**config.mk**
```make
export PLATFORM = sky130hd
export DESIGN_NAME = truth_table_sequencer
export DESIGN_NICKNAME = d
export VERILOG_FILES = /design/src/rtl/truth_seq_pkg.sv /design/src/rtl/truth_seq_settle_timer.sv /design/src/rtl/truth_table_sequencer.sv
export SDC_FILE = /design/constraint.sdc
export NUM_CORES = 1
export LEC_CHECK = 0
export BUFFER_PORTS_ARGS = -buffer_cell sky130_fd_sc_hd__buf_2
export CAP_MARGIN = 15
export CORE_MARGIN = 2
export CORE_UTILIZATION = 50
export DETAILED_ROUTE_END_ITERATION = 7
export HOLD_SLACK_MARGIN = 0.03
export PLACE_DENSITY = 0.82
export REMOVE_ABC_BUFFERS = 1
export SETUP_SLACK_MARGIN = 0.05
export SLEW_MARGIN = 30
export SYNTH_ARGS = -nofsm -noshare
export SYNTH_HDL_FRONTEND = slang
export SYNTH_SLANG_ARGS = --single-unit
```
**constraint.sdc**
```tcl
create_clock -name clk -period 2.2 [get_ports clk]
set_input_delay 0.11 -clock clk [delete_from_list [all_inputs] [get_ports clk]]
set_output_delay 0.11 -clock clk [all_outputs]
set_load 0.02 [all_outputs]
```
**src/rtl/truth_seq_pkg.sv**
```systemverilog
// truth_seq_pkg: shared types and sizes for the truth-table sequencer
package truth_seq_pkg;
  typedef enum logic [1:0] {IDLE, RUN, DONE} state_t;
  localparam int NUM_VECTORS = 8;
  localparam int IDX_W = 3;
  localparam int CNT_W = 8;
  localparam logic [7:0] GOLDEN_MASK = 8'hB7;
endpackage

```
**src/rtl/truth_seq_settle_timer.sv**
```systemverilog
// truth_seq_settle_timer: counts settle cycles per vector, expire on the last one
module truth_seq_settle_timer
  import truth_seq_pkg::*;
#(
  parameter int SETTLE = 4
) (
  input  logic clk,
  input  logic rst_n,
  input  logic clr,
  input  logic en,
  output logic expire
);
  logic [CNT_W-1:0] cnt;
  assign expire = cnt == CNT_W'(SETTLE - 1);
  always_ff @(posedge clk or negedge rst_n)
    if (!rst_n) cnt <= '0;
    else if (clr) cnt <= '0;
    else if (en) cnt <= expire ? '0 : cnt + 1'b1;
endmodule

```
**src/rtl/truth_table_sequencer.sv**
```systemverilog
// truth_table_sequencer: drives all 8 {a,b,c} vectors, captures z and checks it against a golden table
module truth_table_sequencer
  import truth_seq_pkg::*;
#(
  parameter int SETTLE = 4,
  parameter logic [7:0] EXPECTED = GOLDEN_MASK
) (
  input  logic       clk,
  input  logic       rst_n,
  input  logic       start,
  input  logic       z,
  output logic       a,
  output logic       b,
  output logic       c,
  output logic       busy,
  output logic       done,
  output logic [7:0] table_out,
  output logic [7:0] fail_mask,
  output logic       pass
);
  state_t state, state_nx;
  logic [IDX_W-1:0] idx;
  logic [7:0] table_nx;
  logic expire, cap, last, accept;
  truth_seq_settle_timer #(.SETTLE(SETTLE)) u_timer (
    .clk(clk), .rst_n(rst_n), .clr(state == IDLE), .en(state == RUN), .expire(expire)
  );
  assign accept = state == IDLE && start;
  assign cap = state == RUN && expire;
  assign last = cap && idx == IDX_W'(NUM_VECTORS - 1);
  assign {a, b, c} = state == RUN ? idx : '0;
  assign busy = state == RUN;
  assign done = state == DONE;
  always_comb begin
    table_nx = table_out;
    table_nx[idx] = z;
    state_nx = state == IDLE ? (start ? RUN : IDLE) : state == RUN ? (last ? DONE : RUN) : IDLE;
  end
  always_ff @(posedge clk or negedge rst_n)
    if (!rst_n) state <= IDLE;
    else state <= state_nx;
  // verdict is computed from the table as it completes so it is valid during DONE
  always_ff @(posedge clk or negedge rst_n)
    if (!rst_n) begin
      idx <= '0;
      table_out <= '0;
      fail_mask <= '0;
      pass <= 1'b0;
    end else if (accept) begin
      idx <= '0;
      table_out <= '0;
      fail_mask <= '0;
      pass <= 1'b0;
    end else if (cap) begin
      idx <= idx + 1'b1;
      table_out <= table_nx;
      if (last) begin
        fail_mask <= table_nx ^ EXPECTED;
        pass <= ~|(table_nx ^ EXPECTED);
      end
    end
endmodule
```
==> flow_summary.toml, run 1 <==
[critical_path]
crit_chain = "nand3b_1 -> mux2i_1 -> nor4bb_1 -> nand3_1 -> o21ai_1"
critPathSlowestCell = "dfrtp_1"
crit_path_end_kind = "register"
cp_max_fo = 16
startpoint_type = "register"
reg2reg_to = "pass$_DFFE_PN0P_"
critPathTopFamily = "simple AND/OR/NAND/NOR gates"
cp.arrival_ns = 2.16
cp.required_ns = 2.47
r2r_slack_ns = 0.30
path_buf_inv = 0
reg2regPathDepth = 5
crit_type = "reg -> reg"
critPathMaxStageDelay_ns = 0.69
r2r_start = "idx[2]$_DFFE_PN0P_"

[clocking]
post_cts_resize_count = 0
h-tree-depth = 2
cts_root_buf = "clkbuf_4"
clk_pin_slew_ns = 0.10
cts_buffers = 5
clock_latency_ns = 0.33
holdBufCountCts = 1
cts_tree = "done"
clockBufferDepth = 2
cts_sinks = 30
cts_setup_buffers = 0

[placed_design]
hpwl_mm = 2.24
gp_congestion = 0.783
port_buffers = 25

[synthesis]
synth_warnings = 0
synthMuxAreaShare = 0.0619
synthCells = 174
yosysSeqAreaShare = 0.458
synth_compound_area_frac = 0.117
synth_edf_count = 0
synthSimpleGateAreaFrac = 0.273
synth_xor_area_frac = 0.0214
syn_avg_cell_area_sq_um = 9.41
async_reset_ff_frac = 1.00
synth_top_family_by_area = "simple AND/OR/NAND/NOR gates"
netlist_area_sq_mm = 0.00164
yosys.area_share.adder = 0.0229
ys_ff_latch = 30
ys_types = 38
synthFlopType = "dfrtp_1"

[sta]
fmax_mhz = 528
fin_setup_tns_ns = 0
slew_headroom = 0.559
period_share = 0.862
fin_worst_skew_ns = 0.00991
fin_crit_ns = 1.90
rsz0062_at_grt = "no"
setup_violations = 0
drv_slew = 0
finalHoldViolations = 0
tightest_slew_ns = 0.661

[grt]
use_met2 = 0.304
grt_util_met1 = 0.302
grt_antenna_before_repair = 0
grt_max_degree = 31
grt_overflow = 0
top_usage_layer = "met2"
grt_pass1_vias = 1184
track_usage = 0.207
grt_first_pass_wirelength_mm = 5.66
grt_util_met3 = 0.0630

[pwr]
total_leakage_power_nw = 0.918
power_density_mw_per_mm2 = 1190
vdd_ir_drop_max_v = 0.000720
fin_total_pwr_mw = 2.19

[layout]
drive_above_1_share = 0.206
syn_to_final_growth_pct = 12.5
layout.nets = 205
antennaDiodeCount = 0

[detailed_routing]
first_pass_iters = 4
vias = 1362
ant_nets = 0
drt-initial-drc-count = 51
wl_per_cell_um = 13.9
totalWireLength_mm = 3.38
drt_drc_violations_left = 0
vias_per_cell = 5.60

[outcome]
status = "finished, final reports clean"

[floorplan]
core_area_sq_mm = 0.00308
io_pins = 26
dieHeight_um = 61.2
dieWidth_um = 61.2
rows = 20
start_util = 0.532
die_area_sq_mm = 0.00375

[run]
maxCapViolCount = 0

[min_path]
min_to = "fail_mask[4]$_DFFE_PN0P_"
hold_depth = 4
hold_start = "z"
min_path_type = "in -> reg"
-- kinds of logic after synthesis --
logic type / after synthesis
simple gates: 79
compound gates: 34
flops: 30
buf+inv: 14
mux: 10
xor+xnor: 4
fa+ha+maj: 3
-- cell usage after synthesis (all sizes together) (2+ instances only) --
cell,instances,area (sq um)
a21oi,4,20.0
and2,4,25.0
and3,5,31.3
buf,9,56.3
clkbuf,3,11.3
dfrtp,30,751
ha,3,37.5
inv,2,7.51
mux2i,9,90.1
nand2,15,56.3
nand2b,3,18.8
nand3,19,108
nand3b,3,22.5
nand4,3,25.0
nor2,17,63.8
nor2b,3,18.8
nor3,2,15.0
nor3b,2,20.0
o211ai,2,15.0
o21ai,22,110
o31ai,2,15.0
xor2,3,26.3
-- sequential cells by signal (all words and copies together) (netlist names) --
register / cells
pass: 1
table_out: 8
u_timer.cnt: 8
idx: 3
state: 2
fail_mask: 8
-- stage by stage --
stage,hold WS [ns],util,worst slack (ns),instance area [sq um],std cells
after floorplan,-0.186,-,0.0829,1570,162
after global placement,0.176,0.576,0.374,1770,234
after detailed placement,0.170,0.576,0.379,1770,234
after CTS,0.236,0.599,0.333,1840,243
after global routing,0.259,0.599,0.168,1840,243
final,0.256,0.599,0.305,1840,243
-- layer usage --
layer,wire [um],up-vias,share of wire
li1,-,658,-
met4,23,0,0.0068
met1,1570,653,0.47
met5,0,-,0
met3,215,3,0.064
met2,1570,48,0.46
-- worst max path at each step --
| stage | startpoint | endpoint | slack, ns | depth (start not counted) |
|---|---|---|---|---|
| finish | idx[2]$_DFFE_PN0P_ | pass$_DFFE_PN0P_ | 0.30 | 5 |
| CTS | idx[2]$_DFFE_PN0P_ | pass$_DFFE_PN0P_ | 0.33 | 5 |
| global route | idx[2]$_DFFE_PN0P_ | pass$_DFFE_PN0P_ | 0.17 | 5 |
| global placement | idx[2]$_DFFE_PN0P_ | pass$_DFFE_PN0P_ | 0.37 | 5 |
| detailed placement | idx[2]$_DFFE_PN0P_ | pass$_DFFE_PN0P_ | 0.38 | 5 |
| floorplan | state[1]$_DFF_PN0_ | fail_mask[7]$_DFFE_PN0P_ | 0.08 | 4 |
-- cell usage in the layout, fill, tap and decap left out, drive strengths merged, types with 3 or more instances in the layout --
| cell | count |
|---|---|
| mux2i | 9 |
| buf | 28 |
| ha | 3 |
| xor2 | 3 |
| nand2 | 15 |
| dfrtp | 30 |
| a21oi | 4 |
| nand2b | 3 |
| clkbuf | 7 |
| nand3b | 3 |
| o21ai | 22 |
| and3 | 5 |
| nand3 | 19 |
| nor2b | 3 |
| nand4 | 3 |
| and2 | 4 |
| nor2 | 17 |
-- worst min-delay path, cell delays in order --
cell and delay, ns:
buf_2 0.20, mux2i_1 0.13, nand2_1 0.07, nand2_1 0.05
-- report_power, final --
part / switching, mW / internal [mW] / leakage [nW]
registers: 0.237 / 0.710 / 0.401
clock network: 0.193 / 0.155 / 0.0353
logic: 0.534 / 0.365 / 0.482
total: 0.963 / 1.23 / 0.918
-- final cells by class --
| class | instances | area (sq um) |
|---|---|---|
| well taps | 44 | 55.1 |
| clock inverters | 1 | 5.00 |
| flip-flops and latches | 30 | 751 |
| fillers | 280 | 1230 |
| repair buffers | 29 | 158 |
| clock buffers | 7 | 55.1 |
| inverters | 2 | 7.51 |
| multi-input cells | 130 | 812 |
No activity file was read; power rests on OpenSTA's default activity.
==> run 2, diff against run 1 <==
Settings changed: PLACE_DENSITY 0.82 to 0.81, SYNTH_HIERARCHICAL from default to 1.
==> flow_summary.toml, run 2 <==
[grt]
track_usage = 0.216
use_met2 = 0.335
grt_pass1_vias = 1402
grt_util_met1 = 0.288
grt_util_met3 = 0.0595
grt_first_pass_wirelength_mm = 6.59
grt_max_degree = 31
grt_overflow = 0
top_usage_layer = "met2"
grt_antenna_before_repair = 0

[synthesis]
synthTopCellsByArea = "dfrtp_1 (43%), nand2_1 (4.6%), mux2i_1 (3.5%)"
ys_top_cells_by_count = "dfrtp_1 (30), nand2_1 (21), nor2_1 (14)"
yosysMostFrequentCell = "dfrtp_1"
yosysSeqAreaShare = 0.435
ys_ff_latch = 30
ys_types = 50
synth_warnings = 6
synth_top_area_frac = 0.435
synthCells = 177
netlist_area_sq_mm = 0.00173
syn_avg_cell_area_sq_um = 9.76
async_reset_ff_frac = 1.00
synth_edf_count = 0
synthFlopType = "dfrtp_1"
yosysTopAreaCell = "dfrtp_1"

[floorplan]
dieHeight_um = 62.8
rows = 21
core_area_sq_mm = 0.00334
die_area_sq_mm = 0.00394
io_pins = 26
start_util = 0.517
dieWidth_um = 62.8

[detailed_routing]
totalWireLength_mm = 3.78
wl_per_cell_um = 14.5
vias = 1460
drt-initial-drc-count = 80
vias_per_cell = 5.62
drt_drc_violations_left = 0
ant_nets = 0
first_pass_iters = 4

[clocking]
clk_pin_slew_ns = 0.09
cts_root_buf = "clkbuf_4"
cts_buffers = 5
clockBufferDepth = 2
h-tree-depth = 2
cts_sinks = 30
cts_tree = "done"
clock_latency_ns = 0.32

[pwr]
power_density_mw_per_mm2 = 1240
total_leakage_power_nw = 0.960
vdd_ir_drop_max_v = 0.000621

[critical_path]
cp.required_ns = 2.41
r2r_start = "u_timer/cnt[0]$_DFFE_PN0P_"
cp.arrival_ns = 2.30
startpoint_type = "register"
cp_max_fo = 5
crit_type = "reg -> reg"
reg2reg_to = "table_out[2]$_DFFE_PN0P_"
crit_path_end_kind = "register"
reg2regPathDepth = 7
r2r_slack_ns = 0.12

[layout]
drive_above_1_share = 0.280
fin_util = 0.609
layout_commonest_cell = "dfrtp_1"
fillerInstances = 290
layout.nets = 220
antennaDiodeCount = 0
syn_to_final_growth_pct = 17.7
reg_top3 = "fail_mask (8), table_out (8), u_timer/cnt (8)"
final_cell_mix = "dfrtp_1 (30), buf_2 (25), nand2_1 (21)"

[min_path]
min_path_type = "in -> reg"
min_to = "table_out[0]$_DFFE_PN0P_"
hold_depth = 3
hold_start = "z"

[run]
maxCapViolCount = 0

[sta]
tightest_slew_ns = 0.645
setup_violations = 0
period_share = 0.947
fin_setup_tns_ns = 0
fmax_mhz = 480
setup_ws_ns = 0.118
rsz0062_at_grt = "no"
slew_headroom = 0.570
fin_worst_skew_ns = 0.00415
finalHoldViolations = 0
drv_slew = 0
fin_crit_ns = 2.08

[placed_design]
gp_congestion = 0.832
hpwl_mm = 2.62
port_buffers = 25
dp_slack_ns = 0.0328

[outcome]
status = "finished, final reports clean"
## run 2: changes by cell type in the layout (fill, tap and decap cells not counted), moves of 4 or more
| cell | before | now |
|---|---|---|
| a21oi_1 | 4 | 11 |
| a22o_1 | 0 | 5 |
| and3_1 | 5 | 0 |
| buf_4 | 3 | 11 |
| nand2_1 | 15 | 21 |
| nand3_1 | 18 | 8 |
| nor2_1 | 17 | 13 |
| o21ai_1 | 13 | 0 |
| or3_1 | 0 | 4 |
## run 2: how the worst max path moves through the flow
stage / from / end / slack (ns) / cells past startpoint
finish: u_timer/cnt[0]$_DFFE_PN0P_ / table_out[2]$_DFFE_PN0P_ / 0.12 / 7
global route: u_timer/cnt[0]$_DFFE_PN0P_ / table_out[2]$_DFFE_PN0P_ / 0.04 / 7
CTS: u_timer/cnt[0]$_DFFE_PN0P_ / table_out[6]$_DFFE_PN0P_ / 0.05 / 8
detailed placement: u_timer/cnt[0]$_DFFE_PN0P_ / table_out[3]$_DFFE_PN0P_ / 0.03 / 8
global placement: u_timer/cnt[0]$_DFFE_PN0P_ / table_out[6]$_DFFE_PN0P_ / 0.15 / 8
floorplan: u_timer/cnt[0]$_DFFE_PN0P_ / table_out[2]$_DFFE_PN0P_ / 0.1 / 6
## run 2: logic make-up (layout without fill, tap and decap cells)
kind of cell,after synthesis,count (layout),share of synthesized area
AND/OR/NAND/NOR,78,78,0.262
XOR/XNOR,3,3,0.0152
adder cells (fa/ha/maj),3,3,0.0217
buffers and inverters,13,50,0.0449
AO/OA/AOI/OAI,43,43,0.180
multiplexers,7,7,0.0413
flip-flops,30,30,0.435
## run 2: area by class of cell
type                       count  area [sq um]  area share
multi-input combinational    134           920       0.453
sequential                    30           751       0.369
timing repair buffer          38           229       0.113
tap                           46          57.6      0.0283
clock buffer                   7          55.1      0.0271
inverter                       4          15.0     0.00739
clock inverter                 1          5.00     0.00246
## run 2: repair_timing
item | 4_1_cts | 5_1_grt
hold buffers | 1 | 0
pin swaps | 0 | 2
endpoints found under the setup margin | 2 | 15
endpoints found under the hold margin | 30 | 0
setup buffers | 0 | 1
resized for setup | 1 | 5
## run 2: stage by stage
stage          instance area [sq um]  power [mW]  hold slack, ns  cells
4_1_cts                         2000        2.48           0.136    259
6_report                        2030        2.53           0.165    260
3_3_place_gp                    1930        2.10           0.173    250
2_1_floorplan                   1660        1.71          -0.186    168
3_5_place_dp                    1930        2.14           0.179    250
5_1_grt                         2030        2.73           0.197    260
## run 2: per-layer routing
metal,vias to the layer above,share of wire
li1,721,-
met1,697,0.48
met2,40,0.47
met3,2,0.038
met4,0,0.011
met5,-,0
## run 2: report_power, final
part           internal (mW)  total [mW]  switching, mW
clock                  0.155       0.335          0.181
combinational          0.541        1.25          0.709
sequential             0.715       0.942          0.226
## run 2: worst max-delay path: stages, from the launching register on
cell     delay [ns]
dfrtp_1        0.43
ha_4           0.17
or4b_4         0.48
nor2_4         0.12
and3b_2        0.26
buf_4          0.13
nand3_1        0.08
mux2_2         0.30
==> run 3, diff against run 2 <==
Settings changed: CORE_UTILIZATION 50 to 25, PLACE_DENSITY 0.81 to 0.51.
Clock period 2.2 ns to 2.3 ns, I/O delays scaled along.
==> flow_summary.toml, run 3 (synthesis gave the netlist of run 2 again) <==
[detailed_routing]
drt-initial-drc-count = 56
drt_drc_violations_left = 0
ant_nets = 0
vias = 1440
totalWireLength_mm = 4.10
first_pass_iters = 4
wl_per_cell_um = 14.1
vias_per_cell = 4.95

[sta]
setup_ws_ns = 0.176
drv_slew = 0
fin_setup_tns_ns = 0
fin_crit_ns = 2.12
fin_worst_skew_ns = 0.00682
holdWs_ns = 0.218
slew_headroom = 0.533
fmax_mhz = 471
rsz0062_at_grt = "no"
finalHoldViolations = 0
tightest_slew_ns = 0.701
setup_violations = 0
period_share = 0.923

[layout]
final_cell_mix = "dfrtp_1 (30), buf_2 (25), nand2_1 (21)"
syn_to_final_growth_pct = 19.9
fillerInstances = 718
reg_top3 = "fail_mask (8), table_out (8), u_timer/cnt (8)"
antennaDiodeCount = 0
layout_commonest_cell = "dfrtp_1"
layout.nets = 217
drive_above_1_share = 0.270

[pwr]
total_leakage_power_nw = 0.956
power_density_mw_per_mm2 = 1200
vdd_ir_drop_max_v = 0.000335

[clocking]
cts_setup_buffers = 0
cts_root_buf = "clkbuf_8"
cts_sinks = 30
clock_latency_ns = 0.28
cts_tree = "done"
cts_buffers = 5
h-tree-depth = 2
clk_pin_slew_ns = 0.07
clockBufferDepth = 2

[floorplan]
dieWidth_um = 87.1
core_area_sq_mm = 0.00676
dieHeight_um = 87.1
die_area_sq_mm = 0.00759
rows = 30
io_pins = 26
start_util = 0.256

[grt]
grt_pass1_vias = 1385
track_usage = 0.118
grt_overflow = 0
grt_antenna_before_repair = 0
grt_first_pass_wirelength_mm = 6.98
grt_max_degree = 31

[placed_design]
gp_congestion = 0.792
dp_slack_ns = 0.0641
port_buffers = 25
hpwl_mm = 2.85

[critical_path]
cp.arrival_ns = 2.30
startpoint_type = "register"
reg2regPathDepth = 6
crit_type = "reg -> reg"
cp.required_ns = 2.47
crit_path_end_kind = "register"
r2r_slack_ns = 0.18
cp_max_fo = 8

[run]
maxCapViolCount = 0

[min_path]
hold_depth = 3
min_path_type = "in -> reg"

[outcome]
status = "finished, final reports clean"
## run 3: critical path: stages, from the launching register on
cell	delay (ns)
dfrtp_1	0.39
ha_2	0.23
or4b_4	0.52
nor2_2	0.16
and4b_2	0.37
nor2_4	0.10
a22o_1	0.23
## run 3: repair_timing
action | in CTS | in global routing
endpoints found under the hold margin | 30 | 0
gates cloned | 0 | 0
resized for setup | 1 | 3
hold buffers | 1 | 0
pin swaps | 0 | 2
endpoints found under the setup margin | 2 | 12
## run 3: per-stage QoR
stage	utilization	cells	total power, mW	instance area, sq um
2_1_floorplan	-	168	1.64	1660
3_3_place_gp	0.290	282	2.03	1960
3_5_place_dp	0.290	282	2.03	1960
4_1_cts	0.305	291	2.49	2060
5_1_grt	0.306	291	2.69	2070
6_report	0.306	291	2.48	2070
## run 3: final cells by class
class / instances / area, sq um / share of cell area
repair buffers: 35 / 203 / 0.0979
inverters: 4 / 15.0 / 0.00726
well taps: 80 / 100 / 0.0484
flip-flops and latches: 30 / 751 / 0.363
clock inverters: 1 / 5.00 / 0.00242
clock buffers: 7 / 86.3 / 0.0417
multi-input cells: 134 / 910 / 0.440
## run 3: path summary, 6_finish.rpt
path                                            start                    endpoint
setup / recovery           u_timer/cnt[0]$_DFFE_PN0P_    fail_mask[5]$_DFFE_PN0P_
setup reg to reg           u_timer/cnt[0]$_DFFE_PN0P_    fail_mask[5]$_DFFE_PN0P_
hold reg to reg                      pass$_DFFE_PN0P_            pass$_DFFE_PN0P_
min in group asynchronous                       rst_n  u_timer/cnt[2]$_DFFE_PN0P_
max in group asynchronous                       rst_n            pass$_DFFE_PN0P_
hold / removal                                      z    table_out[0]$_DFFE_PN0P_
## run 3: per-layer routing
layer / global-route usage / vias up / wire length [um] / part of all wire
met5: 0 / - / 0 / 0
met4: 0.0462 / 0 / 67 / 0.016
met3: 0.0246 / 5 / 141 / 0.034
met2: 0.181 / 30 / 1820 / 0.44
met1: 0.163 / 687 / 2070 / 0.51
li1: - / 718 / - / -
## run 3: power by group
part	internal (mW)	switching, mW
Combinational	0.480	0.685
Clock	0.241	0.207
Sequential	0.686	0.175
